===== src/rtl/cb_config_loader_if.sv =====
// cb_config_loader_if
// Configuration word stream from a configuration source into cb_config_loader.
// Signals:
//   start      load start / restart pulse (source -> loader)
//   cfg_data   IN_W-bit configuration word, LSB-first within the bitstream
//   cfg_valid  cfg_data is valid (source -> loader)
//   cfg_ready  loader accepts a word this cycle (loader -> source)
// Modports: master = configuration source, slave = loader.
interface cb_config_loader_if #(
   parameter int IN_W = 8
) ();
   logic            start;
   logic [IN_W-1:0] cfg_data;
   logic            cfg_valid;
   logic            cfg_ready;

   modport master (output start, output cfg_data, output cfg_valid, input cfg_ready);
   modport slave  (input start, input cfg_data, input cfg_valid, output cfg_ready);
endinterface


===== src/rtl/cb_config_loader.sv =====
// cb_config_loader
// Assembles a connection-block configuration from a stream of IN_W-bit words
// in a shadow register and commits it to c with a one-cycle cset strobe, so
// the connection block never sees a partially loaded configuration.
// Ports:
//   clk       rising-edge clock
//   rst       synchronous active-high reset (c cleared, cset held high)
//   cfg       configuration word stream (slave side: start/data/valid in, ready out)
//   c         committed configuration, registered
//   cset      configuration-latch strobe to the connection block
//   busy      high while loading or committing
//   done      high once a configuration has been committed
//   word_cnt  words accepted in the current load
module cb_config_loader #(
   parameter int W       = 16,
   parameter int WW      = 4,
   parameter int DATAIN  = 4,
   parameter int DATAOUT = 3,
   parameter int IN_W    = 8,
   parameter int CFG_W   = $clog2(2*W/WW)*DATAIN*WW + $clog2(DATAOUT+1)*W*2,
   parameter int NWORDS  = (CFG_W+IN_W-1)/IN_W
) (
   input  logic                         clk,
   input  logic                         rst,
   cb_config_loader_if.slave            cfg,
   output logic [CFG_W-1:0]             c,
   output logic                         cset,
   output logic                         busy,
   output logic                         done,
   output logic [$clog2(NWORDS+1)-1:0]  word_cnt
);
   localparam int CNT_W = $clog2(NWORDS+1);
   localparam int SH_W  = NWORDS*IN_W;

   typedef enum logic [1:0] {
      IDLE   = 2'd0,
      LOAD   = 2'd1,
      COMMIT = 2'd2,
      DONE   = 2'd3
   } state_t;

   state_t           state_r;
   state_t           next_state_s;
   logic [SH_W-1:0]  shadow_r;
   logic [SH_W-1:0]  merged_s;
   logic [CNT_W-1:0] word_cnt_r;
   logic [CFG_W-1:0] c_r;
   logic             cset_r;
   logic             busy_r;
   logic             done_r;
   logic             ready_r;
   logic             restart_s;
   logic             accept_s;
   logic             last_s;

   // start is honoured everywhere except COMMIT, which always runs to completion;
   // a word presented together with start is not consumed.
   assign restart_s = cfg.start && (state_r != COMMIT);
   assign accept_s  = (state_r == LOAD) && cfg.cfg_valid && !cfg.start;
   assign last_s    = accept_s && (word_cnt_r == CNT_W'(NWORDS-1));

   // State register.
   always_ff @(posedge clk) begin
      if (rst) begin
         state_r <= IDLE;
      end else begin
         state_r <= next_state_s;
      end
   end

   // Next-state decode.
   always_comb begin
      next_state_s = state_r;
      case (state_r)
         IDLE: begin
            if (cfg.start) next_state_s = LOAD;
            else           next_state_s = IDLE;
         end
         LOAD: begin
            if (cfg.start)   next_state_s = LOAD;
            else if (last_s) next_state_s = COMMIT;
            else             next_state_s = LOAD;
         end
         COMMIT: begin
            next_state_s = DONE;
         end
         DONE: begin
            if (cfg.start) next_state_s = LOAD;
            else           next_state_s = DONE;
         end
         default: begin
            next_state_s = IDLE;
         end
      endcase
   end

   // Shadow register with the current word merged into slot word_cnt; also the
   // value committed to c on the final word, so c updates on the accepting edge.
   always_comb begin
      merged_s = shadow_r;
      for (int k = 0; k < NWORDS; k++) begin
         if (word_cnt_r == CNT_W'(k)) begin
            merged_s[k*IN_W +: IN_W] = cfg.cfg_data;
         end else begin
            merged_s[k*IN_W +: IN_W] = shadow_r[k*IN_W +: IN_W];
         end
      end
   end

   // Shadow register, word counter and committed configuration.
   always_ff @(posedge clk) begin
      if (rst) begin
         shadow_r   <= {SH_W{1'b0}};
         word_cnt_r <= {CNT_W{1'b0}};
         c_r        <= {CFG_W{1'b0}};
      end else if (restart_s) begin
         // c deliberately untouched: the previous configuration stays live.
         shadow_r   <= {SH_W{1'b0}};
         word_cnt_r <= {CNT_W{1'b0}};
      end else if (accept_s) begin
         shadow_r   <= merged_s;
         word_cnt_r <= word_cnt_r + CNT_W'(1);
         if (last_s) begin
            // Bits beyond CFG_W in the final word are dropped here.
            c_r <= merged_s[CFG_W-1:0];
         end else begin
            c_r <= c_r;
         end
      end else begin
         shadow_r   <= shadow_r;
         word_cnt_r <= word_cnt_r;
         c_r        <= c_r;
      end
   end

   // Status outputs registered from the next state; cset also held high in
   // reset so the connection block latches the all-zero default.
   always_ff @(posedge clk) begin
      if (rst) begin
         cset_r  <= 1'b1;
         busy_r  <= 1'b0;
         done_r  <= 1'b0;
         ready_r <= 1'b0;
      end else begin
         cset_r  <= (next_state_s == COMMIT);
         busy_r  <= (next_state_s == LOAD) || (next_state_s == COMMIT);
         done_r  <= (next_state_s == DONE);
         ready_r <= (next_state_s == LOAD);
      end
   end

   assign c             = c_r;
   assign cset          = cset_r;
   assign busy          = busy_r;
   assign done          = done_r;
   assign word_cnt      = word_cnt_r;
   assign cfg.cfg_ready = ready_r;
endmodule


===== src/flat_wrapper.sv =====
// flat-port wrapper written by rule: the top's interface ports become plain ports
module cb_config_loader_flat 
#(
   parameter int W       = 16,
   parameter int WW      = 4,
   parameter int DATAIN  = 4,
   parameter int DATAOUT = 3,
   parameter int IN_W    = 8,
   parameter int CFG_W   = $clog2(2*W/WW)*DATAIN*WW + $clog2(DATAOUT+1)*W*2,
   parameter int NWORDS  = (CFG_W+IN_W-1)/IN_W
)
  (clk, rst, c, cset, busy, done, word_cnt, cfg_start, cfg_cfg_data, cfg_cfg_valid, cfg_cfg_ready);
  cb_config_loader_if #(.IN_W(IN_W)) cfg_i ();
  input  logic clk;
  input  logic rst;
  output logic [CFG_W-1:0] c;
  output logic cset;
  output logic busy;
  output logic done;
  output logic [$clog2(NWORDS+1)-1:0] word_cnt;
  input wire logic [$bits(cfg_i.start)-1:0] cfg_start;
  input wire logic [$bits(cfg_i.cfg_data)-1:0] cfg_cfg_data;
  input wire logic [$bits(cfg_i.cfg_valid)-1:0] cfg_cfg_valid;
  output wire logic [$bits(cfg_i.cfg_ready)-1:0] cfg_cfg_ready;
  assign cfg_i.start = cfg_start;
  assign cfg_i.cfg_data = cfg_cfg_data;
  assign cfg_i.cfg_valid = cfg_cfg_valid;
  assign cfg_cfg_ready = cfg_i.cfg_ready;
  cb_config_loader #(.W(W), .WW(WW), .DATAIN(DATAIN), .DATAOUT(DATAOUT), .IN_W(IN_W), .CFG_W(CFG_W), .NWORDS(NWORDS)) u_core (.clk(clk), .rst(rst), .cfg(cfg_i), .c(c), .cset(cset), .busy(busy), .done(done), .word_cnt(word_cnt));
endmodule

===== config.mk =====
export PLATFORM = sky130hd
export DESIGN_NAME = cb_config_loader_flat
export DESIGN_NICKNAME = d
export VERILOG_FILES = /design/src/rtl/cb_config_loader_if.sv /design/src/rtl/cb_config_loader.sv /design/src/flat_wrapper.sv
export SDC_FILE = /design/constraint.sdc
export NUM_CORES = 1
export LEC_CHECK = 0
export BUFFER_PORTS_ARGS = -buffer_cell sky130_fd_sc_hd__buf_2
export CORE_MARGIN = 1
export CORE_UTILIZATION = 40
export DETAILED_ROUTE_END_ITERATION = 7
export PLACE_DENSITY = 0.6
export SYNTH_ARGS = -nofsm -noshare
export SYNTH_HDL_FRONTEND = slang
export SYNTH_SLANG_ARGS = --single-unit
export TNS_END_PERCENT = 1

===== constraint.sdc =====
create_clock -name clk -period 2.9 [get_ports clk]
set_input_delay 0 -clock clk [delete_from_list [all_inputs] [get_ports clk]]
set_output_delay 0 -clock clk [all_outputs]
set_load 0.1 [all_outputs]

==> flow_summary.json, run 1 <==
{
  "cts.sink_count": 226,
  "final_cells": 1343,
  "fp.coreArea_um2": 22090,
  "yosysSeqAreaShare_pct": 49.44,
  "fp.dieW_um": 153.3,
  "path_class": "register to register",
  "final-hold-violation-count": 0,
  "pwr-share-comb_pct": 3.7,
  "clock_tree.root_cell": "clkbuf_16",
  "rows": 54,
  "synth_area_leaders": "dfxtp_1 49%, mux2i_1 11%, o211ai_1 8.5%",
  "drtPass1Iterations": 5,
  "power_density_nw_per_um2": 588.3,
  "ant_nets": 0,
  "cts.clk_slew.worst_paths_ns": 0.06,
  "grt_first_pass_wirelength_um": 40210,
  "routed_wl_um": 24960,
  "yosys_warnings": 0,
  "vias": 7610,
  "critPathLaunch": "u_core.word_cnt[1]",
  "diodes": 0,
  "synth.cell_area_um2": 9151,
  "synth_cell_type_count": 29,
  "maxSlewHeadroom_pct": 38.26,
  "fillers": 2109,
  "fin_crit_sh_pct": 72.73,
  "worstReg2RegStart": "u_core.word_cnt[1]",
  "drive_gt1_share_pct": 19.85,
  "clock_power_share_pct": 47.0,
  "path_max_fanout": 19,
  "rsz0062_at_grt": "no",
  "final-max-slew-violation-count": 0,
  "synth_top_area_share_pct": 49.44,
  "floorplan.initialDensity_pct": 41.42,
  "cp_data_required_time_ns": 3.30,
  "fin_crit_ns": 2.109,
  "intPower_mw": 4.923,
  "wl_per_cell_um": 18.59,
  "syn2layout_area_growth_pct": 17.28,
  "hp-class": "primary input to register",
  "switching_share_pct": 22.03,
  "fin_nets": 1068,
  "tns_ns": 0,
  "worstMarginPinSlew_ns": 0.9200,
  "cts_tree": "yes",
  "synth.ff_latch_count": 226,
  "htreeDepth": 1,
  "power.switching_mw": 1.391,
  "grt_util_all_layers_pct": 20.84,
  "synth_fp_nets": 991,
  "first_global_vias": 7251,
  "setup_viol": 0,
  "netlist.top_cell.by_area": "dfxtp_1",
  "ios": 132,
  "syn_inst": 972,
  "max_freq_ghz": 0.4741,
  "fin_worst_skew_ns": 0.007405,
  "layout_commonest_cell": "dfxtp_1",
  "die-area_um2": 23490,
  "cts_made_buffers": 25,
  "status": "finished, final reports clean",
  "cts_resized": 0,
  "cp-start-kind": "register",
  "antenna_found_initial": 0,
  "drc": 0,
  "clock_path_buffers": 3,
  "p_leak_nw": 4.380,
  "synth.avg_cell_area_um2": 9.415,
  "grt_max_degree": 91,
  "drt-initial-drc-count": 551,
  "gr-total-overflow": 0,
  "cap_violations": 0,
  "die-height_um": 153.3,
  "min-delay-start": "cfg_cfg_valid",
  "end_kind": "register",
  "numPortBuffers": 131,
  "ir_drop_mv": 0.3677,
  "power_frac_seq_pct": 49.3,
  "clk-insertion-delay-late_ns": 0.51,
  "gp_congestion": 0.7947,
  "routed_via_density": 5.666,
  "cp.arrival_ns": 2.51,
  "layout_common_cells": "226 x dfxtp_1, 130 x buf_2, 124 x a21oi_1",
  "place_inst": 1292,
  "dp_hpwl_um": 14700
}
[routing by layer]
metal	vias to the layer above	track usage, %	share of wire (%)
li1	3708	-	-
met1	3667	29.70	47
met2	194	32.92	46
met3	41	2.722	4.3
met4	0	5.676	2.2
met5	-	0	0
[power by group through the flow]
stage / combinational (mW) / sequential, mW / clock [mW]
2_1_floorplan: 0.129 / 3.20 / 0
3_3_place_gp: 0.224 / 3.18 / 0
3_5_place_dp: 0.223 / 3.18 / 0
4_1_cts: 0.234 / 3.11 / 3.03
5_1_grt: 0.249 / 3.11 / 3.16
6_report: 0.235 / 3.11 / 2.97
[logic make-up (layout without fill, tap and decap cells)]
kind of cell    count (synthesis)  count (layout)  synth area share (%)
compound gates                353             353                 22.50
flops                         226             226                 49.44
simple gates                  166             166                 10.20
buf+inv                       124             215                 6.399
mux                            96              96                 10.50
fa+ha+maj                       7               7                0.9570
[cell usage after synthesis, drive strengths merged]
library cell  instances
nand2                21
dfxtp               226
nor2b                 4
and4bb                1
or3                   3
and3                  3
ha                    7
nand4bb               1
buf                  62
a22oi                 1
a311oi                8
and2b                 1
or2                   1
nand3               126
mux2i                96
clkbuf               55
o21ai               116
inv                   7
nor2                  5
a21oi               124
o211ai              104
[path summary, 6_finish.rpt]
kind | endpoint | slack (ns) | cells past startpoint
worst max-delay path | u_core.cset | 0.79 | 7
worst min register to register | u_core.c[64] | 0.46 | 2
worst min-delay path | u_core.word_cnt[1] | 0.15 | 4
worst max register to register | u_core.cset | 0.79 | 7
[worst max-delay path: stages (launching register included)]
cell	delay, ns
dfxtp_1	0.41
inv_1	0.09
ha_1	0.33
and3_4	0.33
a22oi_1	0.34
inv_2	0.07
ha_1	0.17
or2_2	0.26
[area by class of cell]
class / count / area, um2 / share of cell area [%]
clock buffer: 38 / 714.4 / 6.657
tap: 280 / 350.3 / 3.264
clock inverter: 3 / 40.04 / 0.3730
multi-input combinational: 622 / 4086 / 38.07
inverter: 7 / 26.28 / 0.2448
sequential: 226 / 4524 / 42.15
timing repair buffer: 167 / 991.0 / 9.233
[per-stage QoR]
| stage | total power, mW | setup slack [ns] | cell area, um2 | util [%] | hold slack (ns) |
|---|---|---|---|---|---|
| 2_1_floorplan | 3.331 | 0.05822 | 9151 | - | 0.1477 |
| 3_3_place_gp | 3.406 | 0.8535 | 9878 | 44.71 | 0.2015 |
| 3_5_place_dp | 3.405 | 0.7935 | 9878 | 44.71 | 0.2025 |
| 4_1_cts | 6.372 | 0.7892 | 10730 | 48.58 | 0.1442 |
| 5_1_grt | 6.523 | 0.6741 | 10730 | 48.58 | 0.1578 |
| 6_report | 6.314 | 0.7910 | 10730 | 48.58 | 0.1478 |
[flip-flops by register name, indices dropped and copies added, names as in the netlist]
signal                flops
u_core.state_r            2
u_core.cset               1
u_core.word_cnt           4
u_core.done               1
u_core.c                112
u_core.shadow_r         104
u_core.busy               1
u_core.cfg.cfg_ready      1
[repair_timing]
item,4_1_cts,5_1_grt
hold buffers,10,0
setup buffers,0,0
endpoints found under the hold margin,34,0
No activity file was read; power rests on OpenSTA's default activity.
==> inputs of run 2 (changes only) <==
Clock period 2.9 ns to 2.1 ns, I/O delays scaled along.
==> flow_summary.json, run 2 (synthesis results as in run 1) <==
{
  "fin_worst_skew_ns": 0.008466,
  "grt_util_all_layers_pct": 20.84,
  "antenna_found_initial": 0,
  "grt_first_pass_wirelength_um": 39940,
  "wl_per_cell_um": 18.57,
  "clk-insertion-delay-late_ns": 0.51,
  "switching_share_pct": 21.99,
  "end_kind": "register",
  "numPortBuffers": 131,
  "final-max-slew-violation-count": 0,
  "final_cells": 1352,
  "worst_slack_ns": 0.2641,
  "fin_area_um2": 10870,
  "fin_crit_sh_pct": 87.42,
  "pwr-share-comb_pct": 3.8,
  "diodes": 0,
  "fin_nets": 1075,
  "cts.sink_count": 226,
  "place_inst": 1300,
  "routed_via_density": 5.682,
  "fin_crit_ns": 1.836,
  "cts.clk_slew.worst_paths_ns": 0.06,
  "utilization_pct": 49.18,
  "intPower_mw": 6.890,
  "ir_drop_mv": 0.4438,
  "floorplan.initialDensity_pct": 41.42,
  "path_max_fanout": 38,
  "dp_hpwl_um": 14900,
  "grtUsageMet3_pct": 2.949,
  "cp-start-kind": "register",
  "rsz0062_at_grt": "no",
  "largest_reg_flops": 112,
  "syn2layout_area_growth_pct": 18.75,
  "power_density_nw_per_um2": 812.8,
  "first_global_vias": 7213,
  "regArea_um2": 4532,
  "power_frac_seq_pct": 48.7,
  "cp.arrival_ns": 2.25,
  "routed_wl_um": 25100,
  "drt-initial-drc-count": 583,
  "cp_data_required_time_ns": 2.52,
  "rows": 54,
  "die-area_um2": 23490,
  "gp_congestion": 0.8049,
  "gr-total-overflow": 0,
  "ios": 132,
  "cts_tree": "yes",
  "drive_gt1_share_pct": 21.36,
  "ant_nets": 0,
  "worstMarginPinSlew_ns": 0.8536,
  "maxSlewHeadroom_pct": 42.85,
  "tns_ns": 0,
  "path_class": "register to register",
  "clock_power_share_pct": 47.5,
  "final-hold-violation-count": 0,
  "holdWs_ns": 0.1404,
  "multi_input_area_um2": 4104,
  "top_usage_layer": "met2",
  "clock_tree.root_cell": "clkbuf_16",
  "status": "finished, final reports clean",
  "hp-class": "primary input to register",
  "setup_viol": 0,
  "drtPass1Iterations": 5,
  "fp.dieW_um": 153.3,
  "post_dp_cell_area_um2": 9988,
  "dp_slack_ns": 0.2869,
  "vias": 7682,
  "die-height_um": 153.3,
  "drc": 0,
  "cap_violations": 0,
  "cts_made_buffers": 24,
  "layout_commonest_cell": "dfxtp_1",
  "met1_usage_pct": 29.78,
  "grt_max_degree": 119,
  "clock_path_buffers": 3,
  "layout_common_cells": "222 x dfxtp_1, 130 x buf_2, 124 x a21oi_1",
  "power.switching_mw": 1.942,
  "fillers": 2110,
  "max_freq_ghz": 0.5447,
  "p_leak_nw": 4.446,
  "met2_usage_pct": 32.75,
  "power_mw": 8.832,
  "htreeDepth": 1,
  "fp.coreArea_um2": 22090
}
## run 2: cell count changes in the layout (fill, tap and decap cells not counted), sizes merged
cell	delta
clkinv	+3
buf	+8
clkbuf	-3
bufinv	+1
## run 2: layout make-up
cell class              count  share of cell area [%]
flip-flops and latches    226                   41.70
multi-input cells         622                   37.77
repair buffers            175                   9.902
clock buffers              35                   6.379
well taps                 280                   3.224
clock inverters             7                  0.7830
inverters                   7                  0.2418
## run 2: path summary, 6_finish.rpt
path,cells after the start,slack [ns],to,from
worst max-delay path,4,0.26,u_core.c[99],u_core.state_r[0]
worst min-delay path,4,0.14,u_core.word_cnt[0],cfg_cfg_valid
worst max register to register,4,0.26,u_core.c[99],u_core.state_r[0]
worst min register to register,2,0.46,u_core.c[15],u_core.shadow_r[15]
## run 2: timing repair
item	in CTS	in global routing
setup buffers	0	0
hold buffers	10	0
hold endpoints to repair	33	0
resized for setup	0	0
## run 2: layer usage
layer	routed length [um]	share of wire, %	up-vias
met5	0	0	-
met3	1234	4.9	43
met2	11470	46	218
met1	11890	47	3694
li1	-	-	3727
met4	509	2.0	0
## run 2: worst max-delay path, cell delays in order (launching register included)
cell and delay [ns]:
dfxtp_1 0.48, and4bb_4 0.44, buf_4 0.41, a21oi_1 0.11, a311oi_1 0.27
## run 2: power groups by stage
stage | clock [mW] | combinational (mW) | sequential, mW
global placement | 0 | 0.323 | 4.39
detailed placement | 0 | 0.321 | 4.39
finish | 4.20 | 0.339 | 4.30
global route | 4.46 | 0.357 | 4.30
CTS | 4.28 | 0.336 | 4.30
floorplan | 0 | 0.179 | 4.42
==> inputs of run 3 (changes only) <==
Settings changed: CORE_UTILIZATION 40 to 57, PLACE_DENSITY 0.6 to 0.81.
==> flow_summary.json, run 3 (synthesis results as in run 1) <==
{
  "tns_ns": 0,
  "clock_power_share_pct": 44.8,
  "grt_max_degree": 119,
  "syn2layout_area_growth_pct": 16.76,
  "grt_util_all_layers_pct": 27.70,
  "postCtsSetupBuffers": 0,
  "rows": 45,
  "rsz0062_at_grt": "no",
  "final_cells": 1273,
  "floorplan.initialDensity_pct": 59.32,
  "drive_gt1_share_pct": 20.90,
  "hp-class": "primary input to register",
  "diodes": 0,
  "gp_congestion": 0.8267,
  "cts_resized": 0,
  "path_cells": "inv_2 -> ha_4 -> and3_4 -> buf_4 -> a21oi_1 -> a311oi_1",
  "clk-insertion-delay-late_ns": 0.50,
  "power_frac_seq_pct": 51.3,
  "pwr-share-comb_pct": 3.9,
  "place_inst": 1228,
  "largest_reg_flops": 112,
  "ios": 132,
  "die-height_um": 128.7,
  "fin_crit_sh_pct": 84.20,
  "drtPass1Iterations": 7,
  "htreeDepth": 1,
  "fillers": 1218,
  "first_global_vias": 7249,
  "holdWs_ns": 0.01649,
  "crit_slowest_cell": "dfxtp_4",
  "status": "finished, final reports clean",
  "end_kind": "register",
  "drc": 0,
  "drt-initial-drc-count": 758,
  "grt_first_pass_wirelength_um": 37320,
  "gr-total-overflow": 0,
  "cp_data_required_time_ns": 2.50,
  "fin_nets": 1070,
  "wl_per_cell_um": 18.13,
  "p_leak_nw": 4.395,
  "numPortBuffers": 131,
  "cts.sink_count": 226,
  "multi_input_area_um2": 4104,
  "routed.top_layer": "met4",
  "power.switching_mw": 1.848,
  "cap_violations": 0,
  "m1WireLength_um": 10370,
  "layout_commonest_cell": "dfxtp_1",
  "wl_met3_um": 1302,
  "maxSlewHeadroom_pct": 40.98,
  "cp.arrival_ns": 2.17,
  "setup_viol": 0,
  "met2_wirelength_um": 10770,
  "ir_drop_mv": 0.5901,
  "max_freq_ghz": 0.5655,
  "fin_worst_skew_ns": 0.005036,
  "regArea_um2": 4532,
  "cp-start-kind": "register",
  "slowest_delay_ns": 0.36,
  "routed_via_density": 6.099,
  "fp.coreArea_um2": 15430,
  "fp.dieW_um": 128.7,
  "vias": 7764,
  "routed_wl_um": 23080,
  "final-max-slew-violation-count": 0,
  "path_max_fanout": 22,
  "worstMarginPinSlew_ns": 0.8794,
  "layout_common_cells": "222 x dfxtp_1, 130 x buf_2, 124 x a21oi_1",
  "clock_path_buffers": 3,
  "antenna_found_initial": 0,
  "die-area_um2": 16570,
  "cts_made_buffers": 23,
  "clock_tree.root_cell": "clkbuf_16",
  "power_density_nw_per_um2": 784.2,
  "cts.clk_slew.worst_paths_ns": 0.06,
  "ant_nets": 0,
  "cts_tree": "yes",
  "path_class": "register to register",
  "intPower_mw": 6.531,
  "dp_hpwl_um": 13600,
  "final-hold-violation-count": 0,
  "fin_crit_ns": 1.768,
  "switching_share_pct": 22.06
}
## run 3: layer usage
layer | up-vias | GRT usage, %
met3 | 54 | 3.950
met2 | 304 | 44.26
met1 | 3686 | 38.41
met4 | 0 | 9.550
met5 | - | 0
li1 | 3720 | -
## run 3: metrics by stage
stage                     area, um2  power, mW  worst slack, ns  utilization, %
after CTS                     10690      8.426           0.3288           69.26
after floorplan                9176      4.600         0.007545               -
final                         10690      8.380           0.3317           69.26
after global placement         9917      4.701           0.3949           64.28
after global routing          10690      8.612           0.1513           69.26
after detailed placement       9917      4.700           0.3420           64.28
## run 3: path summary, 6_finish.rpt
kind                                     startpoint  slack [ns]  cells past startpoint           endpoint
worst min register to register  u_core.shadow_r[31]        0.46                      2       u_core.c[31]
worst max-delay path             u_core.word_cnt[1]        0.33                      6       u_core.c[99]
worst min-delay path                  cfg_cfg_valid        0.02                      4  u_core.state_r[0]
worst max register to register   u_core.word_cnt[1]        0.33                      6       u_core.c[99]
## run 3: final cells by class
| class | instances | area share [%] |
|---|---|---|
| sequential | 226 | 42.41 |
| multi-input combinational | 622 | 38.41 |
| timing repair buffer | 171 | 10.12 |
| clock buffer | 33 | 6.206 |
| tap | 211 | 2.471 |
| inverter | 7 | 0.2459 |
| clock inverter | 3 | 0.1405 |
## run 3: power groups by stage
stage / combinational, mW / sequential, mW / clock [mW]
floorplan: 0.179 / 4.42 / 0
global placement: 0.308 / 4.39 / 0
detailed placement: 0.307 / 4.39 / 0
CTS: 0.320 / 4.30 / 3.81
global route: 0.342 / 4.30 / 3.97
finish: 0.325 / 4.30 / 3.76
## run 3: repair_timing
| item | CTS | global route |
|---|---|---|
| endpoints found under the hold margin | 26 | 0 |
| endpoints found under the setup margin | 0 | 0 |
| hold buffers | 9 | 0 |
## run 3: worst max-delay path, delay by kind of cell, from the launching register on
| family | cells | cell delay (ns) |
|---|---|---|
| buffers and inverters | 2 | 0.38 |
| AND/OR/NAND/NOR | 1 | 0.34 |
| adder cells (fa/ha/maj) | 1 | 0.20 |
| AO/OA/AOI/OAI | 2 | 0.38 |
| flip-flops | 1 | 0.36 |
